File: config.mk
export PLATFORM = sky130hd
export DESIGN_NAME = jogo_memoria_param
export DESIGN_NICKNAME = d
export VERILOG_FILES = /design/src/rtl/jogo_memoria_pkg.sv /design/src/rtl/temporizador_param.sv /design/src/rtl/jogo_memoria_param.sv
export SDC_FILE = /design/constraint.sdc
export NUM_CORES = 1
export LEC_CHECK = 0
export CAP_MARGIN = 20
export CORE_MARGIN = 1.5
export CORE_UTILIZATION = 54
export CTS_CLUSTER_SIZE = 24
export DETAILED_ROUTE_END_ITERATION = 10
export MAX_ROUTING_LAYER = met4
export PLACE_DENSITY_LB_ADDON = 0.2
export SLEW_MARGIN = 40
export SYNTH_ARGS = -nofsm -noshare
export SYNTH_HDL_FRONTEND = slang
export SYNTH_SLANG_ARGS = --single-unit
File: constraint.sdc
create_clock -name clock -period 3.19 [get_ports clock]
set_clock_uncertainty 0.1 [all_clocks]
set_input_delay 0.638 -clock clock [delete_from_list [all_inputs] [get_ports clock]]
set_output_delay 0.638 -clock clock [all_outputs]
set_load 0.01 [all_outputs]
File: src/rtl/jogo_memoria_pkg.sv
// Shared definitions for the memory-game core: FSM state codes,
// configuracao bit positions and the LFSR feedback polynomial.
package jogo_memoria_pkg;

  typedef enum logic [3:0] {
    S_INICIAL      = 4'h0,
    S_PREPARA      = 4'h1,
    S_MOSTRA_LED   = 4'h2,
    S_MOSTRA_PAUSA = 4'h3,
    S_ESPERA       = 4'h4,
    S_REGISTRA     = 4'h5,
    S_COMPARA      = 4'h6,
    S_PROX_JOGADA  = 4'h7,
    S_ESPERA_NOVA  = 4'h8,
    S_ESCREVE_NOVA = 4'h9,
    S_PROX_RODADA  = 4'hA,
    S_GANHOU       = 4'hB,
    S_PERDEU       = 4'hC,
    S_TIMEOUT      = 4'hD
  } estado_t;

  localparam int unsigned CFG_DEMO = 0;
  localparam int unsigned CFG_TMO  = 1;
  localparam int unsigned CFG_SRC  = 2;

  // Taps 16,14,13,11 of x^16+x^14+x^13+x^11+1 mapped to bits 15,13,12,10.
  localparam logic [15:0] LFSR_TAPS = 16'hB400;

  function automatic logic lfsr_fb(input logic [15:0] v);
    return ^(v & LFSR_TAPS);
  endfunction

endpackage

File: src/rtl/temporizador_param.sv
// Loadable down-counter; o_fim flags a count of zero and the counter
// holds there until reloaded.
module temporizador_param #(
  parameter int unsigned W = 8
) (
  input  logic         i_clk,
  input  logic         i_rst_n,
  input  logic         i_carrega,
  input  logic         i_habilita,
  input  logic [W-1:0] i_valor,
  output logic         o_fim
);

  logic [W-1:0] r_cont;

  // Load has priority over counting; stop at zero.
  always_ff @(posedge i_clk or negedge i_rst_n) begin
    if (!i_rst_n) begin
      r_cont <= '0;
    end else if (i_carrega) begin
      r_cont <= i_valor;
    end else if (i_habilita && (r_cont != '0)) begin
      r_cont <= r_cont - W'(1);
    end
  end

  assign o_fim = (r_cont == '0);

endmodule

File: src/rtl/jogo_memoria_param.sv
// Memory-game core: stores the colour sequence, replays it on one-hot
// LEDs, checks the player's replay and extends the sequence each round.
module jogo_memoria_param
  import jogo_memoria_pkg::*;
#(
  parameter int unsigned N_BOTOES     = 4,
  parameter int unsigned MAX_RODADAS  = 16,
  parameter int unsigned DEMO_RODADAS = 4,
  parameter int unsigned T_LED        = 1000,
  parameter int unsigned T_PAUSA      = 500,
  parameter int unsigned T_TIMEOUT    = 5000,
  parameter logic [15:0] LFSR_SEED    = 16'hACE1
) (
  input  logic                          clock,
  input  logic                          reset,
  input  logic                          jogar,
  input  logic [2:0]                    configuracao,
  input  logic [N_BOTOES-1:0]           botoes,
  output logic [N_BOTOES-1:0]           leds,
  output logic                          ganhou,
  output logic                          perdeu,
  output logic                          timeout,
  output logic                          pronto,
  output logic [$clog2(MAX_RODADAS):0]  rodada,
  output logic [3:0]                    db_estado
);

  localparam int unsigned IW  = $clog2(N_BOTOES);
  localparam int unsigned AW  = $clog2(MAX_RODADAS);
  localparam int unsigned RW  = AW + 1;
  localparam int unsigned TLW = $clog2((T_LED > T_PAUSA) ? T_LED : T_PAUSA) + 1;
  localparam int unsigned TTW = $clog2(T_TIMEOUT) + 1;
  localparam logic [TTW-1:0] TMO_VALOR = TTW'(T_TIMEOUT - 1);
  localparam logic [AW-1:0]  UM_A = AW'(1);
  localparam logic [RW-1:0]  UM_R = RW'(1);

  estado_t               r_estado, w_prox;
  logic [15:0]           r_lfsr;
  logic [N_BOTOES-1:0]   r_botoes_q;
  logic [2:0]            r_cfg;
  logic [AW-1:0]         r_endereco;
  logic [RW-1:0]         r_rodada;
  logic [IW-1:0]         r_jogada;
  logic [IW-1:0]         r_mem [MAX_RODADAS];

  logic [IW-1:0]         w_indice, w_elem;
  logic                  w_evento, w_ultimo, w_acertou;
  logic [RW-1:0]         w_limite;
  logic                  w_led_carrega, w_led_hab, w_led_fim;
  logic [TLW-1:0]        w_led_valor;
  logic                  w_tmo_carrega, w_tmo_hab, w_tmo_fim;

  assign w_elem    = r_lfsr[IW-1:0];
  assign w_evento  = (|botoes) & ~(|r_botoes_q);
  assign w_ultimo  = ({1'b0, r_endereco} == (r_rodada - UM_R));
  assign w_acertou = (r_mem[r_endereco] == r_jogada);
  assign w_limite  = r_cfg[CFG_DEMO] ? RW'(DEMO_RODADAS) : RW'(MAX_RODADAS);

  // Priority encoder: lowest set button wins.
  always_comb begin
    w_indice = '0;
    for (int unsigned i = N_BOTOES; i > 0; i--) begin
      if (botoes[i-1]) w_indice = IW'(i - 1);
    end
  end

  // State register.
  always_ff @(posedge clock or negedge reset) begin
    if (!reset) r_estado <= S_INICIAL;
    else        r_estado <= w_prox;
  end

  // Next-state and LED/timer-enable decode.
  always_comb begin
    w_prox    = r_estado;
    leds      = '0;
    w_led_hab = 1'b0;
    w_tmo_hab = 1'b0;
    case (r_estado)
      S_INICIAL:      if (jogar) w_prox = S_PREPARA;
      S_PREPARA:      w_prox = S_MOSTRA_LED;
      S_MOSTRA_LED: begin
        leds[r_mem[r_endereco]] = 1'b1;
        w_led_hab = 1'b1;
        if (w_led_fim) w_prox = S_MOSTRA_PAUSA;
      end
      S_MOSTRA_PAUSA: begin
        w_led_hab = 1'b1;
        if (w_led_fim) w_prox = w_ultimo ? S_ESPERA : S_MOSTRA_LED;
      end
      S_ESPERA, S_ESPERA_NOVA: begin
        leds      = botoes;
        w_tmo_hab = 1'b1;
        if (w_evento)
          w_prox = (r_estado == S_ESPERA) ? S_REGISTRA : S_ESCREVE_NOVA;
        else if (r_cfg[CFG_TMO] && w_tmo_fim)
          w_prox = S_TIMEOUT;
      end
      S_REGISTRA:     w_prox = S_COMPARA;
      S_COMPARA: begin
        if (!w_acertou)                 w_prox = S_PERDEU;
        else if (!w_ultimo)             w_prox = S_PROX_JOGADA;
        else if (r_rodada == w_limite)  w_prox = S_GANHOU;
        else w_prox = r_cfg[CFG_SRC] ? S_ESCREVE_NOVA : S_ESPERA_NOVA;
      end
      S_PROX_JOGADA:  w_prox = S_ESPERA;
      S_ESCREVE_NOVA: w_prox = S_PROX_RODADA;
      S_PROX_RODADA:  w_prox = S_MOSTRA_LED;
      S_GANHOU, S_PERDEU, S_TIMEOUT: if (jogar) w_prox = S_PREPARA;
      default:        w_prox = S_INICIAL;
    endcase
  end

  // Timers are reloaded on the transition into the state they time, so the
  // state lasts exactly the programmed number of cycles.
  assign w_led_carrega = (w_prox != r_estado) &&
                         ((w_prox == S_MOSTRA_LED) || (w_prox == S_MOSTRA_PAUSA));
  assign w_led_valor   = (w_prox == S_MOSTRA_LED) ? TLW'(T_LED - 1) : TLW'(T_PAUSA - 1);
  assign w_tmo_carrega = (w_prox != r_estado) &&
                         ((w_prox == S_ESPERA) || (w_prox == S_ESPERA_NOVA));

  temporizador_param #(.W(TLW)) u_tmr_led (
    .i_clk      (clock),
    .i_rst_n    (reset),
    .i_carrega  (w_led_carrega),
    .i_habilita (w_led_hab),
    .i_valor    (w_led_valor),
    .o_fim      (w_led_fim)
  );

  temporizador_param #(.W(TTW)) u_tmr_tmo (
    .i_clk      (clock),
    .i_rst_n    (reset),
    .i_carrega  (w_tmo_carrega),
    .i_habilita (w_tmo_hab),
    .i_valor    (TMO_VALOR),
    .o_fim      (w_tmo_fim)
  );

  // LFSR, button history, config latch, address/round counters.
  always_ff @(posedge clock or negedge reset) begin
    if (!reset) begin
      r_lfsr     <= LFSR_SEED;
      r_botoes_q <= '0;
      r_cfg      <= '0;
      r_endereco <= '0;
      r_rodada   <= '0;
      r_jogada   <= '0;
    end else begin
      r_lfsr     <= {r_lfsr[14:0], lfsr_fb(r_lfsr)};
      r_botoes_q <= botoes;
      case (r_estado)
        S_PREPARA: begin
          r_cfg      <= configuracao;
          r_rodada   <= UM_R;
          r_endereco <= '0;
        end
        S_MOSTRA_PAUSA: if (w_led_fim) r_endereco <= w_ultimo ? '0 : r_endereco + UM_A;
        S_ESPERA, S_ESPERA_NOVA: if (w_evento) r_jogada <= w_indice;
        S_PROX_JOGADA:  r_endereco <= r_endereco + UM_A;
        S_PROX_RODADA: begin
          r_rodada   <= r_rodada + UM_R;
          r_endereco <= '0;
        end
        default: ;
      endcase
    end
  end

  // Sequence storage; contents are not reset.
  always_ff @(posedge clock) begin
    if (r_estado == S_PREPARA)
      r_mem[0] <= w_elem;
    else if (r_estado == S_ESCREVE_NOVA)
      r_mem[r_rodada[AW-1:0]] <= r_cfg[CFG_SRC] ? w_elem : r_jogada;
  end

  assign ganhou    = (r_estado == S_GANHOU);
  assign perdeu    = (r_estado == S_PERDEU);
  assign timeout   = (r_estado == S_TIMEOUT);
  assign pronto    = ganhou | perdeu | timeout;
  assign rodada    = r_rodada;
  assign db_estado = r_estado;

endmodule

After elaboration in Yosys (flattened, before gate mapping)
Memories as Yosys holds them, arrays and structs flattened.
Cells that the tools add are included.
- flip-flop bits (word level): 63
- RAM bits: 32
- input bits: 10
- output and inout bits: 17
- word-level logic and storage cells: 110
- memories kept: 1
- memory list (memory ; depth ; width ; rd ports ; clocked after memory_dff ; write ports ; RTL line ; text):
    r_mem ; 16 ; 2 ; 1 ; 0 ; 1 ; jogo_memoria_param.sv:44 ; logic [IW-1:0] r_mem [MAX_RODADAS];
- add/subtract/negate cells: 5
- $lt $le $gt $ge: 2
- equal/unequal tests: 22
- mux-type cells: 40
- bitwise operators: 4
- reductions and logical operators: 27
- operators with widths (kind ; count):
    2-to-1 mux 4 bit ; 11
    one-hot mux 4 bit (9 select lines) ; 1
    equality test 4 bit, second input constant ; 7
    2-to-1 mux 14 bit ; 2
    2-to-1 mux 11 bit ; 2
    equality test 4 x 3 -> 1 bit, second input constant ; 5
    equality test 4 x 2 -> 1 bit, second input constant ; 4
    parity 16 bit ; 1
    logical NOT 14 bit ; 1
    2-to-1 mux 2 bit ; 7
    nonzero test 14 bit ; 1
    subtractor 14 x 1 -> 14 bit, second input constant ; 1
    one-hot mux 4 bit (3 select lines) ; 1
    OR reduction 4 bit ; 3
    logical NOT 11 bit ; 1
    nonzero test 11 bit ; 1
    subtractor 11 x 1 -> 11 bit, second input constant ; 1
    2-to-1 mux 1 bit ; 10
    2-to-1 mux 10 bit ; 1
    one-hot mux 5 bit (2 select lines) ; 1
    one-hot mux 4 bit (2 select lines) ; 1
    OR reduction 2 bit ; 4
    logical AND 1 bit ; 6
    nonzero test 2 bit ; 3
    21 further kinds ; 24

Longest topological paths before layout
Gate-level depths: netlist of run 1.
- depth in word-level cells: 10
- mapped depth: 13
- gate-level depth less buffers: 9

Modules after synthesis
Synthesis of run 1 repeated with hierarchy kept, for this count alone.
- cell total of the unflattened synthesis: 494
- area, all modules: 5127.4 um^2
- by module, submodules not included (module ; times used ; cells an instance ; area an instance (um^2) ; sequential area each (um^2)):
    jogo_memoria_param ; 1 ; 316 ; 3528.4 ; 1921.8
    temporizador_param at u_tmr_tmo ; 1 ; 103 ; 892.1 ; 350.3
    temporizador_param at u_tmr_led ; 1 ; 75 ; 706.9 ; 275.3

Worst setup path after synthesis of run 1
Ideal clock, no wire load.
- path kind: register to register
- from: reg r_rodada[0], in the netlist rodada[0]
- to: reg u_tmr_led.r_cont[9]
- library setup time: 0.126 ns
- arrival time: 3.234 ns
- required time: 2.964 ns
- path slack: -0.270 ns
- stages on the path, launching flop included: 14
- buffers on the path: 4
- period minus slack after synthesis: 3.460 ns
- path through: dfrtp_1 -> clkbuf_1 -> inv_1 -> ha_1 -> xnor2_1 -> a211o_1 -> a211o_1 -> buf_6 -> o31a_1 -> or3_1 -> buf_6 -> and2_4 -> buf_6 -> a221o_1
- longest elaborated chain between the ends: 9
- elaborated cells on any way between the ends: 17
- classes of those cells: 1 x add/sub; 5 x eq/ne; 8 x mux; 3 x reduce/logical
- RTL lines (item ; RTL line ; text):
    from (decl) ; jogo_memoria_param.sv:42 ; logic [RW-1:0] r_rodada;
    from (signal assigned) ; jogo_memoria_param.sv:162 ; r_rodada <= r_rodada + UM_R;
    subtractor 5 x 1 -> 5 bit or equality test 5 bit (tied branches) ; jogo_memoria_param.sv:55, jogo_memoria_param.sv:103 ;
    equality test 4 x 5 -> 1 bit or 2-to-1 mux 2 bit (tied branches) ; jogo_memoria_param.sv:55, jogo_memoria_param.sv:103 ;
    2-to-1 mux 4 bit or 2-to-1 mux 3 bit (tied branches) ; jogo_memoria_param.sv:102, jogo_memoria_param.sv:89 ;
    2-to-1 mux 4 bit (on tied branches) ; jogo_memoria_param.sv:101, jogo_memoria_param.sv:89 ;
    one-hot mux 4 bit (9 select lines) * ; jogo_memoria_param.sv:79 ; case (r_estado)
    equality test 4 x 2 -> 1 bit (on tied branches) ; jogo_memoria_param.sv:117, jogo_memoria_param.sv:118 ;
    logical OR 1 bit ; jogo_memoria_param.sv:117 ; ((w_prox == S_MOSTRA_LED) || (w_prox == S_MOSTRA_PAUSA));
    logical AND 1 bit ; jogo_memoria_param.sv:116 ; assign w_led_carrega = (w_prox != r_estado) &&
    2-to-1 mux 11 bit or nonzero test 2 bit (tied branches) ; -- ;
    to (signal assigned) ; temporizador_param.sv:21 ; r_cont <= i_valor;
    to (signal assigned) ; temporizador_param.sv:23 ; r_cont <= r_cont - W'(1);
    to (decl) ; temporizador_param.sv:14 ; logic [W-1:0] r_cont;
Every way passes the cells marked *; elsewhere a longest branch is shown, timed or not.
A chain may end at the register's enable or synchronous reset.

Worst setup path in the final report of run 1
- from: reg r_endereco[1]
- to: out leds[1]
- longest elaborated chain between the ends: 6
- elaborated cells on any way between the ends: 7
- classes of those cells: 2 x order compare; 3 x mux; 1 x reduce/logical; 1 x memory
- RTL lines (item ; RTL line ; text):
    from (decl) ; jogo_memoria_param.sv:41 ; logic [AW-1:0] r_endereco;
    from (signal assigned) ; jogo_memoria_param.sv:158 ; S_MOSTRA_PAUSA: if (w_led_fim) r_endereco <= w_ultimo ? '0 : r_endereco + UM_A;
    from (signal assigned) ; jogo_memoria_param.sv:160 ; S_PROX_JOGADA: r_endereco <= r_endereco + UM_A;
    memory read (16 x 2 bit) * ; -- ;
    < comparator 2 x 3 -> 1 bit (implied by the code) or greater-or-equal comparator 2 x 1 -> 1 bit (tied branches) ; jogo_memoria_param.sv:83 ; leds[r_mem[r_endereco]] = 1'b1;
    logical AND 1 bit (implied by the code) ; jogo_memoria_param.sv:83 ;
    2-to-1 mux 1 bit (implied by the code) ; jogo_memoria_param.sv:83 ;
    demux 1 bit (select 2 bit) * ; jogo_memoria_param.sv:83 ;
    one-hot mux 4 bit (2 select lines) * ; jogo_memoria_param.sv:79 ;
    to (decl) ; jogo_memoria_param.sv:19 ; output logic [N_BOTOES-1:0] leds,
Marked as above.

==> summary.md, run 1 <==
| Metric | Value |
|---|---|
| Slowest Stage Delay on Critical Path | `560 ps` |
| Final Hold Viols | `0` |
| Clock buffer count from CTS | `9` |
| Worst path slowest cell | `mux4_2` |
| Ant diodes | `0` |
| Hold Path Class | `in -> async` |
| Initial DRC count | `368` |
| Share of flip-flops with an asynchronous set or reset | `0.6632` |
| Gp weighted congestion | `0.9706` |
| Final setup violation count | `0` |
| EDFF count, synth | `32` |
| CP startpoint kind | `flip-flop` |
| FP Rows | `34` |
| H-Tree Depth | `3` |
| Post-route setup slack | `176.2 ps` |
| Total grt overflow | `0` |
| Post-synthesis cell type count | `66` |
| Layout cells sized above 1 | `0.1660` |
| Syn_nets | `493` |
| Clk root buf | `clkbuf_8` |
| FMAX | `331.8 MHz` |
| MaxCap Viol Count | `0` |
| Final Routed Wirelength | `11.44 mm` |
| Post-synth top area cell | `dfrtp_1` |
| Final nets | `542` |
| Hold_buf cts | `0` |
| Clk sinks | `95` |
| Hpwl dp | `8.212 mm` |
| Slew Viols, Final | `0` |
| Clk buf depth | `2` |
| Fin crit share | `0.9448` |
| Worst reg2reg path endpoint | `u_tmr_led.r_cont[9]` |
| Area Overhead vs Synth | `15.60%` |
| Synth Register Bits | `95` |
| Number of I/O port buffers | `26` |
| Total core area | `0.008848 sq mm` |
| All-Layer GR Usage | `0.2583` |
| Detail Route Antenna Nets | `0` |
| Final core occ | `0.6517` |
| Cell count after synthesis | `476` |
| CTS tree | `yes` |
| PwrDens | `780.2 mW/mm^2` |
| Req. time, crit path | `2450 ps` |
| Post-Place Setup Slack | `-143.9 ps` |
| Worst Tran Pin Value | `674.0 ps` |
| Slew headroom | `0.5465` |
| Ranking of synthesized cells by area | `dfrtp_1 28%, edfxtp_1 19%, dfstp_2 4.2%` |
| Clk slew on worst S/H paths | `100 ps` |
| Top-count cell post-synth | `dfrtp_1` |
| Sequential fraction of the synthesis area | `0.5107` |
| Status | `completed` |
| Yosys top cell area share | `0.2759` |
| Vias in the first global route | `3776` |
| Crit path kind | `reg -> out` |
| # DRC | `0` |
| WL/cell | `17.93 um` |
| Pleak | `2.174 nW` |
| VDD IR-drop max | `0.4547 mV` |
| First-pass GRT wire length | `19.31 mm` |
| Clock Latency Late Sink | `370 ps` |
| Initial antenna violation count | `0` |
| Syn avg cell area | `10.48 sq um` |
| Worst-path cell chain | `mux4_2 > mux2i_1 > a21oi_1 > a22o_1 > dlygate4sd2_1` |
| Die area | `0.009824 sq mm` |
| Vias/cell | `6.085` |
| Register-to-register setup slack | `230 ps` |
| Crit end category | `output pin` |
| Crit path arrival time | `2280 ps` |
| Top FF cell, synth | `dfrtp_1` |
| Minimum clock period | `3014 ps` |
| Largest net degree at the start of global routing | `64` |
| Initial Utilization | `0.5638` |
| Router iterations before antenna repair | `5` |
| Worst Path Buf+Inv | `1` |
| CP top delay family | `multiplexers` |
| Yosys Warn Count | `0` |
| Unrepaired setup endpoints after global routing | `no` |
| Post-Syn Area | `0.004989 sq mm` |
| Crit Path Max Fanout | `5` |
| Ports | `27` |
| Via count | `3882` |
| Worst R2R Path Depth | `7` |
| Top cells by count, synth | `55 x dfrtp_1, 52 x nand2_1, 40 x nor2_1` |
| Die Wd | `99.12 um` |
| Worst reg2reg path startpoint | `u_tmr_led.r_cont[5]` |
| Chip height | `99.12 um` |
## cell families (layout without fill, tap and decap cells)
| group | after synthesis | after routing | synth area share |
|---|---|---|---|
| AO/OA/AOI/OAI | 95 | 95 | 0.1269 |
| XOR/XNOR | 31 | 31 | 0.05443 |
| adder cells (fa/ha/maj) | 7 | 7 | 0.01756 |
| buffers and inverters | 38 | 92 | 0.03837 |
| flip-flops | 95 | 95 | 0.5107 |
| multiplexers | 17 | 17 | 0.04991 |
| AND/OR/NAND/NOR | 193 | 193 | 0.2022 |
## cell type report
| cell class | instances | area, sq um |
|---|---|---|
| Inverter | 15 | 56.30 |
| Fill cell | 733 | 3082 |
| Tap cell | 108 | 135.1 |
| Timing Repair Buffer | 61 | 550.5 |
| Sequential cell | 95 | 2551 |
| Multi-Input combinational cell | 343 | 2268 |
| Clock buffer | 11 | 162.7 |
| Clock inverter | 5 | 42.54 |
## flip-flops by register name, summed over array words and instances (netlist names)
name and cells:
r_mem 32, r_lfsr 16, u_tmr_tmo.r_cont 14, u_tmr_led.r_cont 11, rodada 5, db_estado 4, r_botoes_q 4, r_endereco 4
r_cfg 3, r_jogada 2
## metal layers
| metal | routed length, um | vias to the layer above | track usage |
|---|---|---|---|
| met5 | 0 | - | - |
| met4 | 148 | 0 | 0.06826 |
| met3 | 628 | 14 | 0.04427 |
| met2 | 4999 | 144 | 0.3714 |
| met1 | 5663 | 1897 | 0.3835 |
| li1 | - | 1827 | - |
## layout by cell type, fill, tap and decap left out, types with 4 or more instances in the layout
master	instances
nand2_1	52
dfrtp_1	52
nor2_1	40
buf_4	32
edfxtp_1	32
a21oi_1	24
xnor2_1	22
clkdlybuf4s50_1	21
o21ai_0	18
nor3_1	18
inv_1	14
clkbuf_8	10
xor2_1	9
mux2i_1	8
or4_1	8
or3_1	8
dfstp_2	8
and2_1	7
nor2b_1	7
nand3_1	7
ha_1	7
mux4_2	6
or2_2	6
nand2b_1	6
o22ai_1	5
nand4_1	5
nor4_1	5
a31oi_1	5
and3_1	5
nor3b_1	4
o211ai_1	4
dlygate4sd2_1	4
## timing repair
| action | 4_1_cts | 5_1_grt |
|---|---|---|
| setup buffers | 2 | 0 |
| resized for setup | 11 | 0 |
| endpoints found under the setup margin | 4 | 0 |
## through the flow
stage                     setup TNS, ps  instance area, sq um  cells  hold WS [ps]  power [mW]
after detailed placement          -1516                  5518    620         234.7       3.644
after global placement           -357.5                  5518    620         235.6       3.582
after CTS                             0                  5767    638         172.3       4.495
final                                 0                  5767    638         160.0       4.499
after floorplan                       0                  5000    476         231.2       2.989
after global routing                  0                  5767    638         193.4       4.789
## worst reg2reg max path, cell delays in order (launching register included)
cell and delay, ps:
dfrtp_1 440, or4_1 620, or4_1 560, o21a_1 200
a211oi_2 280, nor3b_1 160, buf_4 170, a221o_1 330
## where the power goes
group,leakage [nW],total (mW),switching (mW),internal [mW]
clock,0.104,0.814,0.450,0.364
combinational,1.09,2.01,1.09,0.915
sequential,0.976,1.68,0.253,1.43
## how the worst max path moves through the flow
stage / from / to / cells after the start
3_3_place_gp: botoes[2] / u_tmr_led.r_cont[9] / 8
3_5_place_dp: botoes[2] / u_tmr_tmo.r_cont[1] / 8
5_1_grt: botoes[2] / u_tmr_tmo.r_cont[1] / 8
2_1_floorplan: rodada[1] / u_tmr_led.r_cont[9] / 13
6_report: r_endereco[1] / leds[1] / 5
4_1_cts: r_endereco[1] / leds[1] / 5
(Power assumes the default switching activity.)
==> run 2: changes to the inputs <==
CORE_MARGIN = default   (was 1.5)
SETUP_SLACK_MARGIN = 0.4   (was default)
==> summary.md, run 2 (same netlist as run 1, synthesis figures left out) <==
| Metric | Value |
|---|---|
| Status | `finished with violations` |
| Failing checks | `design-rule violations` |
| Chip height | `98.12 um` |
| Router iterations before antenna repair | `8` |
| Placed Area | `0.005498 sq mm` |
| Number of flip-flops under the largest register name | `32` |
| Ant diodes | `0` |
| Sequential cell area | `0.002556 sq mm` |
| Clk slew on worst S/H paths | `100 ps` |
| Hold Path Class | `in -> async` |
| First-pass GRT wire length | `19.00 mm` |
| WL/cell | `18.27 um` |
| All-Layer GR Usage | `0.2605` |
| Post-Place Setup Slack | `0.2736 ps` |
| Crit path kind | `reg -> out` |
| Final Hold Viols | `0` |
| Fin crit share | `0.9362` |
| Vias/cell | `6.145` |
| Clock Latency Late Sink | `370 ps` |
| Layout cells sized above 1 | `0.2687` |
| Largest net degree at the start of global routing | `64` |
| Worst path slowest cell | `mux4_2` |
| Slowest Stage Delay on Critical Path | `520 ps` |
| Worst Tran Pin Value | `594.9 ps` |
| CTS tree | `yes` |
| VDD IR-drop max | `0.5135 mV` |
| Clk sinks | `95` |
| Total core area | `0.008848 sq mm` |
| Worst Path Buf+Inv | `2` |
| Unrepaired setup endpoints after global routing | `yes` |
| FP Rows | `34` |
| Final nets | `559` |
| Post-route setup slack | `203.6 ps` |
| Final Cell Area | `0.006103 sq mm` |
| Crit end category | `output pin` |
| Crit path arrival time | `2250 ps` |
| PwrDens | `799.3 mW/mm^2` |
| Hpwl dp | `7.861 mm` |
| MaxCap Viol Count | `0` |
| Worst-path cell chain | `buf_6 > mux4_2 > mux2i_2 > mux2_4 > and3_4 > a22o_1 > buf_2` |
| Most common cell after layout, fill and taps aside | `nand2_1` |
| Total grt overflow | `0` |
| Register with the most flip-flops | `r_mem` |
| Clk buf depth | `2` |
| H-Tree Depth | `3` |
| Clk root buf | `clkbuf_8` |
| Vias in the first global route | `3775` |
| Clock buffer count from CTS | `9` |
| FMAX | `334.8 MHz` |
| Crit Path Max Fanout | `7` |
| Gp weighted congestion | `0.8761` |
| Area of the multi-input gates | `0.002497 sq mm` |
| Final Routed Wirelength | `11.97 mm` |
| Via count | `4025` |
| Tot Pwr | `4.878 mW` |
| CP startpoint kind | `flip-flop` |
| Area Overhead vs Synth | `22.35%` |
| FILL cells | `652` |
| Ports | `27` |
| Initial antenna violation count | `0` |
| Initial DRC count | `378` |
| Die Wd | `98.12 um` |
| Minimum clock period | `2986 ps` |
| Final setup violation count | `0` |
| Number of I/O port buffers | `26` |
| Slew headroom | `0.5997` |
| Pleak | `2.252 nW` |
| Setup TNS | `0 ps` |
| Top flop regs | `r_mem x32, r_lfsr x16, u_tmr_tmo.r_cont x14` |
| CP top delay family | `multiplexers` |
| Req. time, crit path | `2450 ps` |
| Initial Utilization | `0.5638` |
| Slew Viols, Final | `0` |
| Detail Route Antenna Nets | `0` |
| Most frequent cells in the layout | `50 x nand2_1, 48 x dfrtp_1, 41 x buf_4, 39 x nor2_1, 32 x edfxtp_1` |
| # DRC | `4` |
| Die area | `0.009627 sq mm` |
run 2: routing by layer:
| layer | wire length (um) | up-vias | track usage |
|---|---|---|---|
| li1 | - | 1871 | - |
| met4 | 189 | 0 | 0.07925 |
| met5 | 0 | - | - |
| met3 | 795 | 17 | 0.04653 |
| met1 | 5555 | 1953 | 0.3752 |
| met2 | 5428 | 184 | 0.3765 |
run 2: path summary, 6_finish.rpt:
check,start,endpoint,slack [ps],cells past startpoint
max,r_endereco[2],leds[0],200,7
min,reset,r_lfsr[9],230,2
max reg2reg,r_endereco[1],u_tmr_led.r_cont[9],300,9
min reg2reg,r_lfsr[14],r_lfsr[15],260,0
max in group asynchronous,reset,r_endereco[1],2310,2
min in group clock,r_lfsr[14],r_lfsr[15],260,0
run 2: metrics by stage:
step / std cells / hold WS [ps] / util
floorplan: 476 / 231.2 / -
global placement: 617 / 237.0 / 0.6213
detailed placement: 617 / 236.7 / 0.6213
CTS: 638 / 255.5 / 0.6530
global route: 655 / 257.8 / 0.6898
finish: 655 / 231.1 / 0.6898
run 2: final cells by class:
class / instances / area share
clock buffers: 10 / 0.02091
clock inverters: 6 / 0.008610
inverters: 15 / 0.009635
well taps: 108 / 0.02214
multi-input cells: 343 / 0.4092
repair buffers: 78 / 0.1107
flip-flops and latches: 95 / 0.4188
run 2: worst register-to-register path, delay by kind of cell, from the launching register on:
family	cells	cell delay, ps
and+or+nand+nor	2	580
xor gates and xnor gates	1	130
AOI/OAI and AO/OA	4	1210
buffers and inverters	2	320
DFF	1	440
run 2: repair_timing:
action                     CTS  global route
setup endpoints to repair   31            31
pin swaps                    3            14
hold buffers                 0             0
buffers inserted             5            17
gates resized for setup     35            47
run 2: report_power, final:
| part | internal, mW | switching [mW] | leakage [nW] | total [mW] |
|---|---|---|---|---|
| registers | 1.43 | 0.259 | 0.971 | 1.69 |
| logic | 1.15 | 1.30 | 1.20 | 2.45 |
| clock network | 0.296 | 0.449 | 0.0854 | 0.745 |
==> run 3: changes to the inputs <==
CORE_ASPECT_RATIO = 1.1   (was default)
CORE_MARGIN = 1   (was default)
==> summary.md, run 3 (same netlist as run 1, synthesis figures left out) <==
| Metric | Value |
|---|---|
| Status | `completed` |
| Crit path kind | `reg -> out` |
| Fin crit share | `0.9457` |
| Most common cell after layout, fill and taps aside | `buf_4` |
| Initial Utilization | `0.5593` |
| Die area | `0.009627 sq mm` |
| Clock buffer count from CTS | `9` |
| Hold Path Class | `in -> async` |
| Area Overhead vs Synth | `25.38%` |
| Detail Route Antenna Nets | `0` |
| Clk root buf | `clkbuf_8` |
| Layout cells sized above 1 | `0.2906` |
| VDD IR-drop max | `0.5623 mV` |
| Total core area | `0.008919 sq mm` |
| Number of I/O port buffers | `26` |
| Placed insts | `631` |
| Post-route setup slack | `173.2 ps` |
| Most frequent cells in the layout | `59 x buf_4, 50 x nand2_1, 47 x dfrtp_1, 40 x nor2_1, 32 x edfxtp_1` |
| CTS tree | `yes` |
| Initial antenna violation count | `0` |
| Req. time, crit path | `2450 ps` |
| Hold_buf cts | `0` |
| Vias/cell | `6.003` |
| WL/cell | `18.19 um` |
| Final Routed Wirelength | `12.28 mm` |
| First-pass GRT wire length | `18.79 mm` |
| Sequential share of power | `0.329` |
| Die Wd | `93.64 um` |
| PwrDens | `807.2 mW/mm^2` |
| FP Rows | `36` |
| Worst Setup SP | `r_endereco[2]` |
| Vias in the first global route | `3839` |
| Comb power frac | `0.491` |
| Internal Power | `3.021 mW` |
| Minimum clock period | `3017 ps` |
| Slew headroom | `0.6181` |
| Crit Path Max Fanout | `6` |
| Final nets | `573` |
| Hpwl dp | `8.219 mm` |
| Number of flip-flops under the largest register name | `32` |
| Tot Pwr | `5.049 mW` |
| Clk sinks | `95` |
| Top flop regs | `r_mem x32, r_lfsr x16, u_tmr_tmo.r_cont x14` |
| Hold_ws | `90.66 ps` |
| Clock Latency Late Sink | `390 ps` |
| Initial DRC count | `231` |
| Crit path arrival time | `2280 ps` |
| Largest net degree at the start of global routing | `35` |
| Register with the most flip-flops | `r_mem` |
| Worst Tran Pin Value | `567.6 ps` |
| CP startpoint kind | `flip-flop` |
| Pleak | `2.347 nW` |
| Final Instance Count excl. Fillers | `675` |
| MaxCap Viol Count | `0` |
| Ports | `27` |
| Clk slew on worst S/H paths | `100 ps` |
| Via count | `4052` |
| Total grt overflow | `0` |
| Clk buf depth | `2` |
| Unrepaired setup endpoints after global routing | `yes` |
| Switch share | `0.4016` |
| Fraction of power consumed by the clock network | `0.180` |
| Setup TNS | `0 ps` |
| Gp weighted congestion | `0.9436` |
| Slew Viols, Final | `0` |
| Psw | `2.028 mW` |
| Router iterations before antenna repair | `6` |
| Worst reg2reg path startpoint | `r_endereco[2]` |
| Post-Place Setup Slack | `-93.87 ps` |
| Final Hold Viols | `0` |
| Final setup violation count | `0` |
| Ant diodes | `0` |
| H-Tree Depth | `3` |
| # DRC | `0` |
| All-Layer GR Usage | `0.2672` |
| Chip height | `102.8 um` |
| Crit end category | `output pin` |
| FMAX | `331.5 MHz` |
[run 3: repair_timing]
action | 4_1_cts | 5_1_grt
buffers inserted | 4 | 24
resized for setup | 35 | 48
endpoints found under the setup margin | 32 | 28
pin swaps | 1 | 13
[run 3: worst max-delay path, cell delays in order (launching register included)]
cell     delay, ps
dfrtp_2        490
buf_4          170
buf_8          120
and2_4         160
a22oi_2        290
a21oi_2        120
a21o_1         200
a22o_1         210
buf_2          140
[run 3: final cells by class]
type / instances / area (sq um)
multi-input cells: 343 / 2485
clock inverters: 6 / 83.83
repair buffers: 92 / 778.2
fillers: 629 / 2664
clock buffers: 10 / 148.9
well taps: 114 / 142.6
inverters: 15 / 58.81
flip-flops and latches: 95 / 2557
[run 3: path summary, 6_finish.rpt]
path	cells past startpoint	to	slack (ps)
hold / removal	1	r_lfsr[12]	90
hold reg to reg	0	r_lfsr[7]	260
setup reg to reg	11	u_tmr_tmo.r_cont[1]	220
setup / recovery	8	leds[0]	170
max in group asynchronous	2	rodada[0]	2380
min in group clock	0	r_lfsr[7]	260
[run 3: per-layer routing]
layer  vias up  GRT usage  wire length (um)
met5         -          -                 0
met4         0     0.1243               291
met3        24    0.04646               498
met2       119     0.4378              6257
met1      2011     0.3248              5229
li1       1898          -                 -
[run 3: through the flow]
step	instance area, sq um	util
after floorplan	5015	-
after global placement	5565	0.6240
after detailed placement	5565	0.6240
after CTS	5883	0.6597
after global routing	6255	0.7013
final	6255	0.7013
[run 3: power by group through the flow]
stage / combinational, mW / sequential [mW] / clock [mW]
2_1_floorplan: 1.41 / 1.60 / 0
3_3_place_gp: 1.93 / 1.69 / 0
3_5_place_dp: 1.98 / 1.69 / 0
4_1_cts: 2.07 / 1.66 / 0.911
5_1_grt: 2.68 / 1.69 / 0.952
6_report: 2.48 / 1.66 / 0.908
